[src/rtl/scan_ctrl.sv]
// rtl/scan_ctrl.sv - multiplexed 4-digit display scan controller
//
// Ports:
//   clk     system clock, all logic on its rising edge
//   rst     synchronous active-high reset
//   run     scan enable (level)
//   mask    digit enable mask, bit i puts digit i in the scan
//   sel     digit select for the 4:1 display mux
//   mux_en  display mux load enable
//   an      active-low anode drive, at most one bit low
//   frame   one-cycle pulse when the scan wraps around
module scan_ctrl #(
  parameter int PRESCALE = 50000,
  parameter int BLANK    = 16
) (
  input  logic       clk,
  input  logic       rst,
  input  logic       run,
  input  logic [3:0] mask,
  output logic [1:0] sel,
  output logic       mux_en,
  output logic [3:0] an,
  output logic       frame
);

  localparam int MAXD = (PRESCALE > BLANK) ? PRESCALE : BLANK;
  localparam int CW   = (MAXD > 2) ? $clog2(MAXD) : 1;
  localparam logic [CW-1:0] BLANK_LAST    = CW'(BLANK - 1);
  localparam logic [CW-1:0] PRESCALE_LAST = CW'(PRESCALE - 1);

  typedef enum logic [1:0] {
    S_IDLE,
    S_BLANK,
    S_SHOW
  } state_t;

  state_t        state, state_nx;
  logic [CW-1:0] cnt, cnt_nx;
  logic [1:0]    sel_nx;
  logic          mux_en_nx;
  logic [3:0]    an_nx;
  logic          frame_nx;

  // First enabled digit strictly after cur, wrapping 3->0. If only cur is
  // enabled the search comes all the way round and returns cur itself.
  // Starting from cur=3 this yields the lowest enabled digit.
  function automatic logic [1:0] next_sel(input logic [1:0] cur, input logic [3:0] m);
    logic [1:0] r;
    logic [1:0] c;
    r = cur;
    // Descending scan so the nearest candidate is the last one written.
    for (int i = 4; i >= 1; i--) begin
      c = cur + 2'(i);
      if (m[c]) r = c;
    end
    return r;
  endfunction

  function automatic logic [3:0] an_of(input logic [1:0] s);
    return ~(4'b0001 << s);
  endfunction

  always_comb begin
    state_nx  = state;
    cnt_nx    = cnt;
    sel_nx    = sel;
    mux_en_nx = 1'b0;
    an_nx     = 4'hF;
    frame_nx  = 1'b0;
    case (state)
      S_IDLE: begin
        if (run && (mask != 4'h0)) begin
          state_nx  = S_BLANK;
          sel_nx    = next_sel(2'd3, mask);
          cnt_nx    = '0;
          mux_en_nx = 1'b1;
        end
      end
      S_BLANK: begin
        if (!run) begin
          state_nx = S_IDLE;
          cnt_nx   = '0;
        end else if (cnt == BLANK_LAST) begin
          state_nx = S_SHOW;
          cnt_nx   = '0;
          an_nx    = an_of(sel);
        end else begin
          // Mux keeps loading during blanking so its registered output
          // is settled before the anode switches on.
          cnt_nx    = cnt + 1'b1;
          mux_en_nx = 1'b1;
        end
      end
      S_SHOW: begin
        if (!run) begin
          state_nx = S_IDLE;
          cnt_nx   = '0;
        end else if (cnt == PRESCALE_LAST) begin
          cnt_nx = '0;
          // mask only matters here, so mid-dwell changes never cut a dwell short
          if (mask == 4'h0) begin
            state_nx = S_IDLE;
          end else begin
            state_nx  = S_BLANK;
            sel_nx    = next_sel(sel, mask);
            mux_en_nx = 1'b1;
            frame_nx  = (sel_nx <= sel);
          end
        end else begin
          cnt_nx = cnt + 1'b1;
          an_nx  = an_of(sel);
        end
      end
      default: begin
        state_nx = S_IDLE;
        cnt_nx   = '0;
      end
    endcase
  end

  always_ff @(posedge clk) begin
    if (rst) begin
      state  <= S_IDLE;
      cnt    <= '0;
      sel    <= 2'b00;
      mux_en <= 1'b0;
      an     <= 4'hF;
      frame  <= 1'b0;
    end else begin
      state  <= state_nx;
      cnt    <= cnt_nx;
      sel    <= sel_nx;
      mux_en <= mux_en_nx;
      an     <= an_nx;
      frame  <= frame_nx;
    end
  end

endmodule

[config.mk]
export PLATFORM = sky130hd
export DESIGN_NAME = scan_ctrl
export DESIGN_NICKNAME = d
export VERILOG_FILES = /design/src/rtl/scan_ctrl.sv
export SDC_FILE = /design/constraint.sdc
export NUM_CORES = 1
export LEC_CHECK = 0
export CELL_PAD_IN_SITES_DETAIL_PLACEMENT = 1
export CELL_PAD_IN_SITES_GLOBAL_PLACEMENT = 2
export CORE_ASPECT_RATIO = 2
export CORE_MARGIN = 2
export CORE_UTILIZATION = 25
export CTS_BUF_LIST = sky130_fd_sc_hd__clkbuf_8
export DETAILED_ROUTE_END_ITERATION = 10
export GPL_ROUTABILITY_DRIVEN = 0
export GPL_TIMING_DRIVEN = 1
export PLACE_DENSITY_LB_ADDON = 0.2
export SYNTH_ARGS = -nofsm -noshare
export SYNTH_HDL_FRONTEND = slang
export SYNTH_SLANG_ARGS = --single-unit
[constraint.sdc]
create_clock -name clk -period 5.1 [get_ports clk]
set_clock_uncertainty 0.05 [all_clocks]
set_input_delay 1.02 -clock clk [delete_from_list [all_inputs] [get_ports clk]]
set_output_delay 1.02 -clock clk [all_outputs]
set_load 0.005 [all_outputs]
==> results of run 1 <==
## logic make-up after synthesis
logic type | synth area share, %
and+or+nand+nor | 27.3
AOI/OAI and AO/OA | 18.4
DFF | 31.2
buffers and inverters | 5.48
xor gates and xnor gates | 6.83
adders and majority gates | 8.25
muxes | 2.55
## metal layers
| layer | GRT usage (%) | part of all wire (%) | vias to the layer above |
|---|---|---|---|
| met5 | 0 | 0 | - |
| met4 | 4.79 | 1.5 | 0 |
| met3 | 1.72 | 2.1 | 4 |
| met2 | 20.9 | 50 | 16 |
| met1 | 18.3 | 47 | 704 |
| li1 | - | - | 721 |
## synth_stat cells (2+ instances only)
cell type  count
dfxtp_1       26
nand2_1       15
nor3_1        15
a21oi_1       13
ha_1          11
inv_1         10
nor2_1         9
o21ai_0        9
xnor2_1        8
nand4_1        6
or2_2          6
xor2_1         5
clkbuf_1       4
nor4_1         4
nor2b_1        3
o211ai_1       3
a211oi_1       2
a311oi_1       2
and2_1         2
and3_1         2
buf_2          2
clkbuf_2       2
mux2i_1        2
nand3_1        2
nand4b_1       2
## worst paths after layout
kind         slack, ns           startpoint                   to
min               0.46  cnt[1]$_SDFFE_PP0P_  cnt[1]$_SDFFE_PP0P_
min reg2reg       0.46  cnt[1]$_SDFFE_PP0P_  cnt[1]$_SDFFE_PP0P_
max               1.89              mask[0]     frame$_SDFF_PP0_
max reg2reg       2.10  sel[0]$_SDFFE_PP0P_     frame$_SDFF_PP0_
## power by group
part	switching, mW	total (mW)	internal, mW
clock network	0.0705	0.176	0.105
logic	0.0626	0.110	0.0472
registers	0.00931	0.220	0.210
## stage by stage
step	power (mW)	setup WS [ns]	hold WS, ns
detailed placement	0.336	1.59	0.447
global placement	0.336	1.64	0.435
CTS	0.515	1.89	0.460
floorplan	0.301	2.21	0.412
global route	0.542	1.67	0.475
finish	0.505	1.89	0.455
## state kept, by name, indices dropped and copies added, names as in the netlist
register and count:
an 4, cnt 16, frame 1, mux_en 1, sel 2, state 2
## worst max-delay path, stage by stage
cell             delay [ns]
clkdlybuf4s50_1        0.57
mux4_2                 0.56
a22oi_1                0.21
nor2_1                 0.06
or3b_1                 0.38
ha_1                   0.28
a21oi_1                0.14
nor4_1                 0.06
## layout make-up
cell class / count / area (um2) / area share (%)
Clock buffer: 3 / 41.3 / 2.13
Clock inverter: 1 / 30.0 / 1.55
Inverter: 10 / 37.5 / 1.94
Multi-Input combinational cell: 147 / 1060 / 54.6
Sequential cell: 26 / 520 / 26.9
Tap cell: 88 / 110 / 5.69
Timing Repair Buffer: 14 / 140 / 7.24
==> metrics, run 1 <==
syn_area_per_cell 8.64 um2; drt drc 0; WL final 4.29 mm; Post-CTS Hold Fix Bufs 0; CTS tree built; fin crit period 3.21 ns; DR iter-0 viols 24; Worst-Skew Late Latency 0.28 ns; ys async rst share 0%; Startpoint Class input pin; largest area contributor in the netlist dfxtp_1; worst-case clock buffer depth 2; hold-critical path depth 2; largest net degree at the start of global routing 24; fmax 312 MHz; gr ovfl total 0; number of global-route vias before repair 1,526; antenna violations before repair 0; CP max FO 9; fin. max-slew vios 0; final HPWL from detailed placement about 3.2 mm; Setup crit end kind flip-flop; Placed Area 1860 um2; vias 1,445; leakage roughly 0.64 nW; Post-CTS Setup Bufs 0; post-route ant nets 0; CTS Buf Count 3; Required @ worst endpoint 5.17 ns; Warnings, synthesis 0; Clock Tree Root clkbuf_8; Fin. Hold Viols 0; H-tree depth 1; Setup violations, final 0; Worst Path Arrival 3.28 ns; Worst-Margin Slew 0.978 ns; port bufs 14; maxcap violations 0; Peak VDD IR 107 uV; Placed Cells incl. Taps 285; post-route cell area 1940 um2; unrepaired setup endpoints after global routing no; # fillers 812; post-synth net total 211; DRT Pass-1 Iters 3; register area share after synthesis a little under a third; synth top area cells dfxtp_1 (31%), ha_1 (8.3%), nor3_1 (4.5%), xnor2_1 (4.2%), a21oi_1 (3.9%); Worst Hold Class reg2reg; initial core utilization 25.6%; Ports 15; layout cells sized above 1 9.45%; Synth Register Bits 26; Mapped Area 1670 um2; commonest non-fill, non-tap cell in the layout dfxtp_1; wire length per cell 14.8 um; vias per cell about 5.0; Unique masters post-synth 53; Area Growth Syn to Fin 16.1%; Reg clk slew, reported paths 0.09 ns; Die ar. 7380 um2; Setup TNS Final 0 ns; critical setup path kind in2reg; number of synthesized flops with an enable pin 0; die height 120 um; final core occ around 30%; share of the synthesized area in the top cell type 31.2%; Die X 61.8 um; final instance count without filler cells 289; GRT Resource Usage Total 13.4%; Final nets 220; Core Box Area 6520 um2; clock sink total 26; commonest cells after routing, fill and taps aside dfxtp_1 (26), nand2_1 (15), nor3_1 (15); Cells after Synth 193; status completed; PD cells 261 nW/um2; Antenna Cells 0; commonest register cell after synthesis dfxtp_1; global-route wire length before repair 7.56 mm; Rel. slew slack 34.6%; Tcrit/Tclk final between 60% and 70%; worst reg2reg path depth 10; Post-CTS Resized 0; row cnt 42
Power figures use the tool's default switching activity.
==> run 2: changes to the inputs <==
==> constraint.sdc (replaced) <==
create_clock -name clk -period 3.3 [get_ports clk]
set_clock_uncertainty 0.05 [all_clocks]
set_input_delay 0.66 -clock clk [delete_from_list [all_inputs] [get_ports clk]]
set_output_delay 0.66 -clock clk [all_outputs]
set_load 0.005 [all_outputs]
==> run 2 against run 1 <==
Against the previous run:
- sequential share of layout area is 0.81 points lower
- flip-flop and latch count unchanged
- cell count is 2.8% higher
- critical endpoint unchanged
- largest power group unchanged
==> metrics, run 2 (synthesis gave the netlist of run 1 again) <==
Peak VDD IR 156 uV (+45%); wire length per cell 14.2 um (-4.5%); Placed Cells incl. Taps 293 (+2.8%); Worst Path Arrival 2.79 ns (-0.49 ns); Required @ worst endpoint 3.42 ns (-1.75 ns); die height 120 um (unchanged); Setup violations, final 0 (unchanged); PD cells 397 nW/um2 (+52%); max reg flops 16 (unchanged); commonest non-fill, non-tap cell in the layout dfxtp_1; final core occ 30.6% (+0.92 points); worst-case clock buffer depth 2 (unchanged); port bufs 14 (unchanged); critical setup path kind in2reg; initial core utilization 25.6% (unchanged); maxcap violations 0 (unchanged); Clock Tree Root clkbuf_8; H-tree depth 1 (unchanged); Worst-Skew Late Latency 0.28 ns (about the same); sw frac 28.2% (+0.048 points); clock power share 34.8% (about the same); vias 1,463 (+1.2%); vias per cell 4.93 (-1.5%); # fillers 807 (-0.62%); gr ovfl total 0 (unchanged); Worst Hold Class reg2reg; Post-CTS Resized 0 (unchanged); Rel. slew slack 50.5% (+16 points); CTS Buf Count 3 (unchanged); Die ar. 7380 um2 (unchanged); layout cells sized above 1 12.9% (+3.5 points); largest net degree at the start of global routing 24 (unchanged); CTS tree built; drt drc 0 (unchanged); final HPWL from detailed placement 3.20 mm (+0.96%); Core Box Area 6520 um2 (unchanged); fin. max-slew vios 0 (unchanged); leakage 0.680 nW (+6.1%); row cnt 42 (unchanged); fin crit period 2.66 ns; Antenna Cells 0 (unchanged); Fin. Hold Viols 0 (unchanged); number of global-route vias before repair 1,526 (unchanged); Startpoint Class input pin; Placed Area 1920 um2 (+3.2%); Total Power 0.792 mW (+57%); DR iter-0 viols 35 (+46%); Final nets 228 (+3.6%); Setup TNS Final 0 ns (unchanged); sequential power share 41.8% (-1.7 points); Post-CTS Hold Fix Bufs 0 (unchanged); DRT Pass-1 Iters 4 (+1); Area Growth Syn to Fin 19.7%; commonest cells after routing, fill and taps aside dfxtp_1 (26), nand2_1 (15), nor3_1 (15); unrepaired setup endpoints after global routing no; Die X 61.8 um (unchanged); Setup crit end kind flip-flop; Post-CTS Setup Bufs 0 (unchanged); WL final 4.21 mm (-1.9%); final instance count without filler cells 297 (+2.8%); post-route ant nets 0 (unchanged); Int Pwr 0.568 mW (+57%); GRT Resource Usage Total 12.5% (-0.89 points); fmax around 380 MHz; Most flops, register cnt; Sw Pwr 0.224 mW (+57%); Tcrit/Tclk final 80.7%; largest registers cnt (16), an (4); status completed; Worst-Margin Slew 0.742 ns (-0.237 ns); post-route cell area 2000 um2 (+3.1%); CP max FO 3 (-6); clock sink total 26 (unchanged); combinational share of power 23.4% (+1.7 points); Ports 15 (unchanged); Reg clk slew, reported paths 0.10 ns (about the same); antenna violations before repair 0 (unchanged); global-route wire length before repair 7.16 mm (-5.4%)
==> run 2: through the flow <==
stage	hold WS (ns)	setup slack [ns]
2_1_floorplan	0.412	0.733
3_3_place_gp	0.429	0.438
3_5_place_dp	0.449	0.338
4_1_cts	0.465	0.636
5_1_grt	0.505	0.416
6_report	0.462	0.636
==> run 2: final timing paths <==
| kind | startpoint | end | slack [ns] | cells past startpoint |
|---|---|---|---|---|
| worst min-delay path | cnt[1]$_SDFFE_PP0P_ | cnt[1]$_SDFFE_PP0P_ | 0.46 | 2 |
| worst max-delay path | mask[1] | frame$_SDFF_PP0_ | 0.64 | 8 |
| worst min register to register | cnt[1]$_SDFFE_PP0P_ | cnt[1]$_SDFFE_PP0P_ | 0.46 | 2 |
| worst max register to register | sel[0]$_SDFFE_PP0P_ | frame$_SDFF_PP0_ | 0.74 | 10 |
==> run 2: worst max-delay path, stage by stage <==
cell and delay (ns):
clkdlybuf4s50_1 0.41, mux4_2 0.51, a22oi_1 0.22, nor2_1 0.06, or3b_1 0.37, ha_1 0.27
a21oi_1 0.06, nor4_1 0.22
==> run 2: layout make-up <==
type	instances	area (um2)	area share, %
clock buffers	3	41.3	2.07
flip-flops and latches	26	520	26.1
well taps	88	110	5.52
inverters	10	37.5	1.88
clock inverters	1	30.0	1.50
repair buffers	22	200	10.0
multi-input cells	147	1060	52.9
==> run 2: routing by layer <==
layer / GRT usage, % / routed length [um] / up-vias
li1: - / - / 741
met4: 3.99 / 47 / 0
met2: 19.7 / 2060 / 20
met1: 17.1 / 2010 / 700
met3: 1.62 / 93 / 2
met5: 0 / 0 / -
==> run 2: power by group through the flow <==
stage / Sequential [mW] / Clock [mW] / Combinational, mW
2_1_floorplan: 0.341 / 0 / 0.123
3_3_place_gp: 0.338 / 0 / 0.190
3_5_place_dp: 0.339 / 0 / 0.189
4_1_cts: 0.332 / 0.287 / 0.190
5_1_grt: 0.333 / 0.297 / 0.211
6_report: 0.331 / 0.275 / 0.185
